==> src/rtl/cordic_iter_ctrl.sv <==
// cordic_iter_ctrl
// Iteration sequencer for a folded CORDIC datapath. One (x, y) vector is
// accepted, then ITER micro-rotations are run through one external pair of
// rotation stages. The x-stage is the master: its rot_exec flag decides
// whether a rotation is applied, and the y-stage follows that decision.
// The final vector and a per-iteration rotation mask are returned.
//
// Ports
//   clock, rst_n             : clock (rising edge), async active-low reset
//   in_valid/in_ready        : input handshake, in_x/in_y input vector
//   rot_x_din/rot_x_delta    : x-stage operand and shifted addend
//   rot_y_din/rot_y_delta    : y-stage operand and shifted addend
//   rot_dir_x/rot_dir_y      : stage direction, 0 = add, 1 = subtract
//   rot_exec                 : master "rotation applied", one cycle before dout
//   rot_x_dout/rot_y_dout    : stage results
//   out_valid/out_ready      : output handshake, out_x/out_y/out_mask result
//   busy                     : high while RUN or DONE
//   o_dbg_state              : current FSM state, for observation only
//
// Handshakes: a transfer happens on a rising edge where valid && ready are
// both high. in_ready is high only in IDLE; out_valid is high only in DONE
// and holds, with stable data, until out_ready is seen.
module cordic_iter_ctrl #(
  parameter int DSIZE   = 16,
  parameter int ITER    = 12,
  parameter int ROT_LAT = 3
) (
  input  logic                    clock,
  input  logic                    rst_n,
  input  logic                    in_valid,
  output logic                    in_ready,
  input  logic signed [DSIZE-1:0] in_x,
  input  logic signed [DSIZE-1:0] in_y,
  output logic signed [DSIZE-1:0] rot_x_din,
  output logic signed [DSIZE-1:0] rot_x_delta,
  output logic signed [DSIZE-1:0] rot_y_din,
  output logic signed [DSIZE-1:0] rot_y_delta,
  output logic                    rot_dir_x,
  output logic                    rot_dir_y,
  input  logic                    rot_exec,
  input  logic signed [DSIZE-1:0] rot_x_dout,
  input  logic signed [DSIZE-1:0] rot_y_dout,
  output logic                    out_valid,
  input  logic                    out_ready,
  output logic signed [DSIZE-1:0] out_x,
  output logic signed [DSIZE-1:0] out_y,
  output logic [ITER-1:0]         out_mask,
  output logic                    busy,
  output logic [1:0]              o_dbg_state
);

  localparam int IW = (ITER > 1) ? $clog2(ITER) : 1;
  localparam int KW = $clog2(ROT_LAT + 1);
  localparam logic [IW-1:0] LAST_I = IW'(ITER - 1);
  localparam logic [KW-1:0] K_EXEC = KW'(ROT_LAT - 1);
  localparam logic [KW-1:0] K_CAP  = KW'(ROT_LAT);

  typedef enum logic [1:0] {
    S_IDLE = 2'd0,
    S_RUN  = 2'd1,
    S_DONE = 2'd2
  } state_t;

  state_t                  r_state;
  state_t                  w_next_state;
  logic [IW-1:0]           r_i;
  logic [KW-1:0]           r_k;
  logic signed [DSIZE-1:0] r_x;
  logic signed [DSIZE-1:0] r_y;
  logic [ITER-1:0]         r_mask;
  logic signed [DSIZE-1:0] r_x_din;
  logic signed [DSIZE-1:0] r_x_delta;
  logic signed [DSIZE-1:0] r_y_din;
  logic signed [DSIZE-1:0] r_y_delta;
  logic                    r_dir_x;
  logic                    r_dir_y;

  logic                    w_accept;
  logic                    w_cap;
  logic                    w_load;
  logic signed [DSIZE-1:0] w_src_x;
  logic signed [DSIZE-1:0] w_src_y;
  logic [IW-1:0]           w_sh;

  assign w_accept = in_valid && (r_state == S_IDLE);
  assign w_cap    = (r_state == S_RUN) && (r_k == K_CAP);
  // Stage operands are (re)loaded on accept and on every capture except the
  // last one, so the next iteration starts without a bubble.
  assign w_load   = w_accept || (w_cap && (r_i != LAST_I));

  // Source of the next stage operands: the input vector on accept, otherwise
  // the stage results being captured on this very edge.
  always_comb begin
    w_src_x = rot_x_dout;
    w_src_y = rot_y_dout;
    w_sh    = r_i + 1'b1;
    if (w_accept) begin
      w_src_x = in_x;
      w_src_y = in_y;
      w_sh    = '0;
    end
  end

  always_comb begin
    w_next_state = r_state;
    case (r_state)
      S_IDLE: if (in_valid)                  w_next_state = S_RUN;
      S_RUN:  if (w_cap && (r_i == LAST_I)) w_next_state = S_DONE;
      S_DONE: if (out_ready)                 w_next_state = S_IDLE;
      default:                               w_next_state = S_IDLE;
    endcase
  end

  always_ff @(posedge clock or negedge rst_n) begin
    if (!rst_n) r_state <= S_IDLE;
    else        r_state <= w_next_state;
  end

  always_ff @(posedge clock or negedge rst_n) begin
    if (!rst_n) begin
      r_i       <= '0;
      r_k       <= '0;
      r_x       <= '0;
      r_y       <= '0;
      r_mask    <= '0;
      r_x_din   <= '0;
      r_x_delta <= '0;
      r_y_din   <= '0;
      r_y_delta <= '0;
      r_dir_x   <= 1'b0;
      r_dir_y   <= 1'b0;
    end else begin
      if (w_accept) begin
        r_x    <= in_x;
        r_y    <= in_y;
        r_i    <= '0;
        r_k    <= '0;
        r_mask <= '0;
      end else if (r_state == S_RUN) begin
        if (r_k == K_EXEC) r_mask[r_i] <= rot_exec;
        if (w_cap) begin
          r_x <= rot_x_dout;
          r_y <= rot_y_dout;
          r_k <= '0;
          if (r_i != LAST_I) r_i <= r_i + 1'b1;
        end else begin
          r_k <= r_k + 1'b1;
        end
      end
      if (w_load) begin
        r_x_din   <= w_src_x;
        r_y_din   <= w_src_y;
        r_x_delta <= w_src_y >>> w_sh;
        r_y_delta <= w_src_x >>> w_sh;
        // Rotate towards y = 0: subtract on x when y is negative.
        r_dir_x   <= w_src_y[DSIZE-1];
        r_dir_y   <= ~w_src_y[DSIZE-1];
      end
    end
  end

  assign in_ready    = (r_state == S_IDLE);
  assign out_valid   = (r_state == S_DONE);
  assign busy        = (r_state != S_IDLE);
  assign out_x       = r_x;
  assign out_y       = r_y;
  assign out_mask    = r_mask;
  assign rot_x_din   = r_x_din;
  assign rot_x_delta = r_x_delta;
  assign rot_y_din   = r_y_din;
  assign rot_y_delta = r_y_delta;
  assign rot_dir_x   = r_dir_x;
  assign rot_dir_y   = r_dir_y;
  assign o_dbg_state = r_state;

endmodule

==> config.mk <==
export PLATFORM = sky130hd
export DESIGN_NAME = cordic_iter_ctrl
export DESIGN_NICKNAME = d
export VERILOG_FILES = /design/src/rtl/cordic_iter_ctrl.sv
export SDC_FILE = /design/constraint.sdc
export NUM_CORES = 1
export LEC_CHECK = 0
export CAP_MARGIN = 25
export CORE_MARGIN = 3
export CORE_UTILIZATION = 44
export DETAILED_ROUTE_END_ITERATION = 7
export PLACE_DENSITY = 0.78
export SYNTH_ARGS = -nofsm -noshare
export SYNTH_HDL_FRONTEND = slang
export SYNTH_SLANG_ARGS = --single-unit
==> constraint.sdc <==
create_clock -name clock -period 2.57 [get_ports clock]
set_clock_uncertainty 0.05 [all_clocks]
set_input_delay 0.514 -clock clock [delete_from_list [all_inputs] [get_ports clock]]
set_output_delay 0.514 -clock clock [all_outputs]
set_load 0.01 [all_outputs]
==> flow_summary_export.csv <==
group,metric,value,unit
timing,rsz0062_at_grt,"false",
die,die_x,126,µm
placement,io_buffers,183,
global_route,grt.overflow.total,0,
final_layout,utilization,0.651,
worst_setup_path,path_buf_inv,2,
power,clkPwrFrac,0.165,
hold_path,hp-class,"input pin to async pin",
worst_setup_path,end_kind,"flip-flop",
power,power,0.0132,W
detailed_routing,drc,0,
worst_setup_path,ff2ff_path_depth,7,
clock_tree,htreeDepth,4,
detailed_routing,routedWlPerCell,20.4,µm
detailed_routing,drtIter0Drc,607,
power,swShare,0.398,
worst_setup_path,crit_path_start_kind,"flip-flop",
placement,gp_congestion,0.929,
timing,layout_min_cycle_time,2.46,ns
detailed_routing,topRoutingLayerUsed,"met4",
timing,worstMarginPinSlew,0.607,ns
detailed_routing,drt-vias-per-instance,5.81,
power,ir_drop,0.647,mV
power,power-per-cell-area,1450,nW/µm²
synthesis,synth-edff-count,0,
synthesis,yosysSeqAreaShare,0.455,
clock_tree,cts_root_buf,"clkbuf_16",
final_layout,final_nets,915,
power,p_leak,3.89,nW
power,netSwitchingPower,0.00526,W
worst_setup_path,cp.arrival,2.71,ns
timing,max_clock_freq,406,MHz
timing,hold_viol,0,
synthesis,ys_seq_elements,115,
power,p_seq_frac,0.252,
detailed_routing,dr.pass1.iters,8,
detailed_routing,wl_met2,10500,µm
detailed_routing,wl,21100,µm
die,die-height,126,µm
worst_setup_path,rrSetupSlack,0.11,ns
synthesis,syn_inst,648,
synthesis,syn_nets,723,
detailed_routing,wl_met3,1650,µm
worst_setup_path,critical_path.max_stage_delay,0.53,ns
global_route,grt_max_degree,60,
worst_setup_path,crit_path_cell_trace,"inv_1, ha_4, buf_12, mux4_2, mux2i_1, o21ai_0, a221o_1",
run,maxCapViolCount,0,
timing,holdWs,0.433,ns
worst_setup_path,cp_max_fo,19,
die,num_rows,43,
timing,final_max_slew_viol_count,0,
timing,fin_crit_sh,0.958,
clock_tree,clock_latency,0.41,ns
detailed_routing,wl_met1,8440,µm
die,die_area,15800,µm²
worst_setup_path,r2r-end,"rot_y_delta[4]",
die,start_util,0.452,
final_layout,drive_gt1_frac,0.135,
clock_tree,clk_pin_slew,0.05,ns
clock_tree,cts_tree,"built",
placement,dpl.hpwl,15400,µm
detailed_routing,postRouteAntennaNets,0,
global_route,grt_pass1_wl,33200,µm
synthesis,avgSynthCellArea,9.76,µm²
final_layout,fin_cells,1033,
worst_setup_path,critPathTopFamily,"multiplexers",
die,core-area,14000,µm²
global_route,first_global_vias,6050,
worst_setup_path,r2r-start,"r_i[0]",
power,p_int,0.00795,W
clock_tree,numCtsBuffers,17,
synthesis,async_reset_ff_frac,1.00,
synthesis,yosysWarnings,0,
status,status,"finished clean",
worst_setup_path,slowest_stage,"mux4_2",
synthesis,synthFlopType,"dfrtp_1",
clock_tree,cts_sinks,115,
worst_setup_path,critPathRequiredTime,2.82,ns
timing,tns,0,ns
clock_tree,cts_setup_buffers,0,
final_layout,seq_area,2880,µm²
timing,maxSlewHeadroom,0.595,
synthesis,synthDistinctLibCells,66,
final_layout,fillCellCount,1116,
final_layout,multi_input_area,3160,µm²
clock_tree,clockBufferDepth,2,
timing,setup_viol,0,
global_route,antenna_found_initial,0,
final_layout,syn_to_final_growth,44.0,%
worst_setup_path,critical_path_class,"flip-flop to flip-flop",
power,combPwrFrac,0.583,
die,pin_count,184,
placement,dp_cells,998,
global_route,grt_usage,0.265,
synthesis,synth_area,6320,µm²
final_layout,n_antenna_cell,0,
detailed_routing,vias,6002,
cells by family after synthesis:
family                   synth area share
AO/OA/AOI/OAI                       0.183
XOR/XNOR                          0.00554
adder cells (fa/ha/maj)            0.0119
buffers and inverters              0.0506
flip-flops                          0.455
multiplexers                        0.149
AND/OR/NAND/NOR                     0.145
stage by stage:
stage                     cell area (µm²)  setup slack (ns)
after global placement               8510            -0.121
final                                9110             0.109
after detailed placement             8510            -0.138
after floorplan                      6330           0.00511
after global routing                 9110            0.0182
after CTS                            9060             0.118
layer usage:
layer,vias to the layer above,GRT usage
met3,50,0.0606
met4,0,0.0864
li1,2730,-
met2,305,0.443
met1,2917,0.342
met5,-,0
layout make-up:
class	instances	share of cell area
multi-input cells	472	0.346
well taps	180	0.0247
inverters	8	0.00330
flip-flops and latches	115	0.316
clock buffers	28	0.0578
clock inverters	4	0.00220
repair buffers	226	0.249
synth_stat cells, types with 7 or more instances:
cell	count	share of area
nor3_1	10	0.0079
a21boi_0	11	0.013
inv_1	8	0.0047
nand2_1	86	0.051
mux4_2	20	0.071
nor2_1	72	0.043
mux2_2	8	0.014
buf_2	22	0.017
dfrtp_1	115	0.45
nand3_1	13	0.010
a21oi_1	56	0.044
clkbuf_1	16	0.0095
buf_4	7	0.0083
o22a_1	7	0.0097
mux2i_1	37	0.059
o21ai_0	57	0.045
power by group through the flow:
stage	clock (W)	sequential [W]	combinational, W
floorplan	0	0.00355	0.00397
global placement	0	0.00331	0.00737
detailed placement	0	0.00335	0.00750
CTS	0.00221	0.00334	0.00754
global route	0.00228	0.00344	0.00830
finish	0.00217	0.00333	0.00770
state kept, by name (all words and copies together) (netlist names), 4 cells and up:
name	count
out_mask	12
out_x	16
out_y	16
r_i	4
rot_x_delta	16
rot_x_din	16
rot_y_delta	15
rot_y_din	15
what timing repair did:
item,4_1_cts,5_1_grt
hold buffers,1,0
setup endpoints to repair,0,1
endpoints found under the hold margin,9,0
resized for setup,0,2
placed cells by master, fill, tap and decap left out, types with 13 or more instances in the layout:
master,count
nand2_1,85
o21ai_0,57
mux2i_1,37
clkbuf_16,18
buf_4,34
nor2_1,72
nand3_1,13
a21oi_1,56
mux4_2,20
dfrtp_1,114
clkdlybuf4s50_1,182
how the worst max path moves through the flow:
stage               startpoint             end  slack, ns  depth (start not counted)
global placement      in_valid  rot_y_delta[2]      -0.12                          5
detailed placement    in_valid  rot_y_delta[2]      -0.14                          5
floorplan               r_i[0]  rot_x_delta[8]      0.005                         11
finish                  r_i[0]  rot_y_delta[4]       0.11                          7
CTS                     r_i[0]  rot_y_delta[4]       0.12                          7
global route            r_i[0]  rot_y_delta[4]       0.02                          7
Note: power is estimated with default switching activity, not from simulation.
==> RTL edit 1, RTL diff (config.mk and constraints unchanged) <==
`ITER`: 12 -> 6.
--- a/src/rtl/cordic_iter_ctrl.sv
+++ b/src/rtl/cordic_iter_ctrl.sv
@@ -22,7 +22,7 @@
 // and holds, with stable data, until out_ready is seen.
 module cordic_iter_ctrl #(
   parameter int DSIZE   = 16,
-  parameter int ITER    = 12,
+  parameter int ITER    = 6,
   parameter int ROT_LAT = 3
 ) (
   input  logic                    clock,
Interface: changed (resized out_mask); port bits go from 184 to 178. No check against the original RTL was run, so the function may have changed too.
==> RTL edit 1 against the unedited design <==
- fmax rose by 2.6%
- register-to-register slack improved by 0.13 ns
- combinational power fell by 15%
- sequential cell count decreased by 7
- final cell count fell by 12%
- die area is 9.4% lower
- total power shrank 15%
- routed wire length fell by 19%
- global-route usage shrank 2.2 points
- clock power is 31% lower
- final area down 12%
- synthesized cell count shrank 12%
- area after synthesis fell by 9.8%
- worst setup slack better by 0.063 ns
- critical endpoint is now out_valid
- largest power group unchanged
==> RTL edit 1: results <==
finish:
  drive_gt1_share_pct: 10.1
  final_nets: 814
yosys:
  synthXorXnorAreaFrac_pct: 0.724
  synth_commonest_cells: "dfrtp_1, nand2_1, o21ai_0"
  synth_cell_type_count: 50
  synth_mux_area_share_pct: 16.5
  seq_area_frac_synth_pct: 47.4
  synthAdderAreaFrac_pct: 0.877
  synthTopCellsByArea: "dfrtp_1, mux2i_1, o21ai_0"
  synth_compound_area_share_pct: 16.8
  synth_nets: 642
placed_design:
  place_congestion: 0.849
  place_area_sq_mm: 0.00767
  io_buffers: 177
  hpwl_microns: 12900
route:
  firstDrtPassIters: 5
  vias: 5159
  drt_wl_total_microns: 17100
  first_iter_violations: 416
setup_path:
  crit_path_max_fanout: 10
  rr_startpoint: "r_i[1]"
  worstSetupEndpoint: "out_valid"
  startpoint: "o_dbg_state[1]"
  reg2reg_depth: 8
  r2r-end: "rot_y_delta[6]"
  worst-r2r-setup-slack_ns: 0.24
  cp.arrival_ns: 1.83
clock_network:
  clk_pin_slew_ns: 0.07
  clk_latency_ns: 0.35
  cts_resized: 0
floorplan:
  die_w_microns: 120
pwr:
  p_leak_nw: 3.55
  ir_drop_uv: 682
  p_comb_mw: 6.57
  pwr-share-clk_pct: 13.4
global_routing:
  grt_pass1_vias: 5318
  grt_pass1_wl_microns: 28000
  grt_use_total_pct: 24.2
outcome:
  status: "finished, final reports clean"
sta:
  worstMarginPinSlew_ns: 0.662
[RTL edit 1: cell count changes in the layout (fill, tap and decap cells not counted), moves of 10 or more]
cell | before | now
a21oi_1 | 56 | 16
mux2i_1 | 37 | 66
mux4_2 | 20 | 10
nand2_1 | 85 | 100
nor2_1 | 72 | 23
o21ai_0 | 57 | 92
[RTL edit 1: kinds of logic after synthesis]
| group | after synthesis |
|---|---|
| multiplexers | 81 |
| AO/OA/AOI/OAI | 161 |
| XOR/XNOR | 3 |
| buffers and inverters | 51 |
| flip-flops | 108 |
| AND/OR/NAND/NOR | 161 |
| adder cells (fa/ha/maj) | 4 |
[RTL edit 1: stage by stage]
| step | hold slack [ns] | setup slack (ns) | cells | total power, mW |
|---|---|---|---|---|
| 2_1_floorplan | 0.168 | 0.586 | 569 | 6.89 |
| 3_3_place_gp | 0.414 | 0.190 | 898 | 9.43 |
| 3_5_place_dp | 0.421 | 0.187 | 898 | 9.68 |
| 4_1_cts | 0.161 | 0.171 | 914 | 11.2 |
| 5_1_grt | 0.183 | 0.0548 | 914 | 12.0 |
| 6_report | 0.128 | 0.172 | 914 | 11.2 |
[RTL edit 1: area by class of cell]
class                      instances  area [sq um]
clock buffer                      11           243
clock inverter                     5          75.1
inverter                           5          18.8
sequential                       108          2700
tap                              168           210
multi-input combinational        410          2710
timing repair buffer             207          2020
fill                             993          4380
[RTL edit 1: layer usage]
layer  up-vias  part of all wire, %  wire [microns]  GRT usage (%)
met4         0                  3.5             593           11.3
met1      2544                   42            7230           32.6
met5         -                    0               0              0
met2       209                   48            8230           38.7
met3        35                  6.3            1080           3.77
li1       2371                    -               -              -
[RTL edit 1: critical path: stages, from the launching register on]
cell	delay (ns)
dfrtp_1	0.58
inv_1	0.20
nor2_1	0.15
clkdlybuf4s50_1	0.56
==> RTL edit 2, RTL diff (same flow settings) <==
Made on the original files. Reset style: synchronous (`rst_n`), changed in 2 clocked blocks. Comments in the files are not updated.
--- a/src/rtl/cordic_iter_ctrl.sv
+++ b/src/rtl/cordic_iter_ctrl.sv
@@ -111,12 +111,12 @@
     endcase
   end
 
-  always_ff @(posedge clock or negedge rst_n) begin
+  always_ff @(posedge clock) begin
     if (!rst_n) r_state <= S_IDLE;
     else        r_state <= w_next_state;
   end
 
-  always_ff @(posedge clock or negedge rst_n) begin
+  always_ff @(posedge clock) begin
     if (!rst_n) begin
       r_i       <= '0;
       r_k       <= '0;
Formal check against the unedited RTL: differs if rst_n is asserted again (counterexample within 4 cycles, from zero or initial values and one cycle with rst_n low); with rst_n held inactive, the same outputs for 4 cycles.
==> RTL edit 2 against the unedited design <==
- area after synthesis is 3.0% lower
- worst setup slack lost 0.0042 ns
- final cell count increased by 5.9%
- sequential share of layout area fell by 5.4 points
- sequential cell count is the same
- via count is 7.7% higher
- final area is 3.6% lower
- routed wire length up 0.13%
- critical path type unchanged
- first-iteration DRC count increased by 16%
Power is not compared: it rests on default switching activity, and its combinational part moved more than twofold at a synthesized area within 25%.
==> RTL edit 2: results <==
yosys:
  yosysMostFrequentCell: "nand2_1"
  ys_async_sr_fraction_pct: 0
  synth_nets: 800
  seq_area_frac_synth_pct: 37.5
  syn_avg_cell_area_sq_um: 8.47
  synthTopCellsByArea: "dfxtp_1, nand2_1, a31oi_1"
setup_path:
  reg2reg_depth: 8
  startpoint: "r_i[0]"
  worstSetupEndpoint: "rot_y_delta[14]"
  critPathTopFamily: "simple AND/OR/NAND/NOR gates"
  crit_path_max_fanout: 25
  slowest_delay_ns: 0.42
finish:
  fillers: 1102
  drive_gt1_share_pct: 13.9
  nClkBuffers: 22
  comb.multi_input.count: 543
  n_all_inverters: 6
  clock_area_share_pct: 6.71
  sh_seq_area_pct: 26.2
sta:
  worstMarginPinSlew_ns: 0.680
  timing.hold.ws_ns: 0.415
  max_freq_ghz: 0.406
placed_design:
  placed_cells_incl_taps: 1062
  hpwl_microns: 15200
  place_congestion: 0.992
  place_area_sq_mm: 0.00819
route:
  avgViaCountPerCell: 5.91
  firstDrtPassIters: 5
  wl_met2_microns: 9550
  wl_per_cell_microns: 19.3
  met3_wirelength_microns: 2210
global_routing:
  grt_use_total_pct: 27.4
  grt_use_met3_pct: 7.36
  grt_max_degree: 48
  use_met1_pct: 37.4
  gr-usage-met2_pct: 42.0
  grt_pass1_vias: 6111
floorplan:
  rows: 42
outcome:
  status: "finished, final reports clean"
[RTL edit 2: cell types whose count changed after synthesis, sizes merged, moves of 9 or more]
cell	change
a21oi	-22
dfrtp	-115
clkbuf	+9
nand2	+83
mux2i	-19
a31oi	+63
dfxtp	+115
nor2	-28
a21boi	-10
[RTL edit 2: logic make-up (layout without fill, tap and decap cells)]
kind of cell               Yosys count  in the layout  synth area share [%]
and+or+nand+nor                    267            267                  19.2
AOI/OAI and AO/OA                  220            220                  23.7
DFF                                115            115                  37.5
buffers and inverters               67            260                  6.18
muxes                               45             45                  10.7
adders and majority gates            6              6                  1.22
xor gates and xnor gates             5              5                  1.45
[RTL edit 2: metrics by stage]
step | setup slack (ns) | util, %
6_report | 0.105 | 65.3
5_1_grt | 0.000878 | 65.3
4_1_cts | 0.169 | 65.2
3_5_place_dp | -0.00698 | 60.8
3_3_place_gp | 0.0720 | 60.8
2_1_floorplan | 0.0300 | -
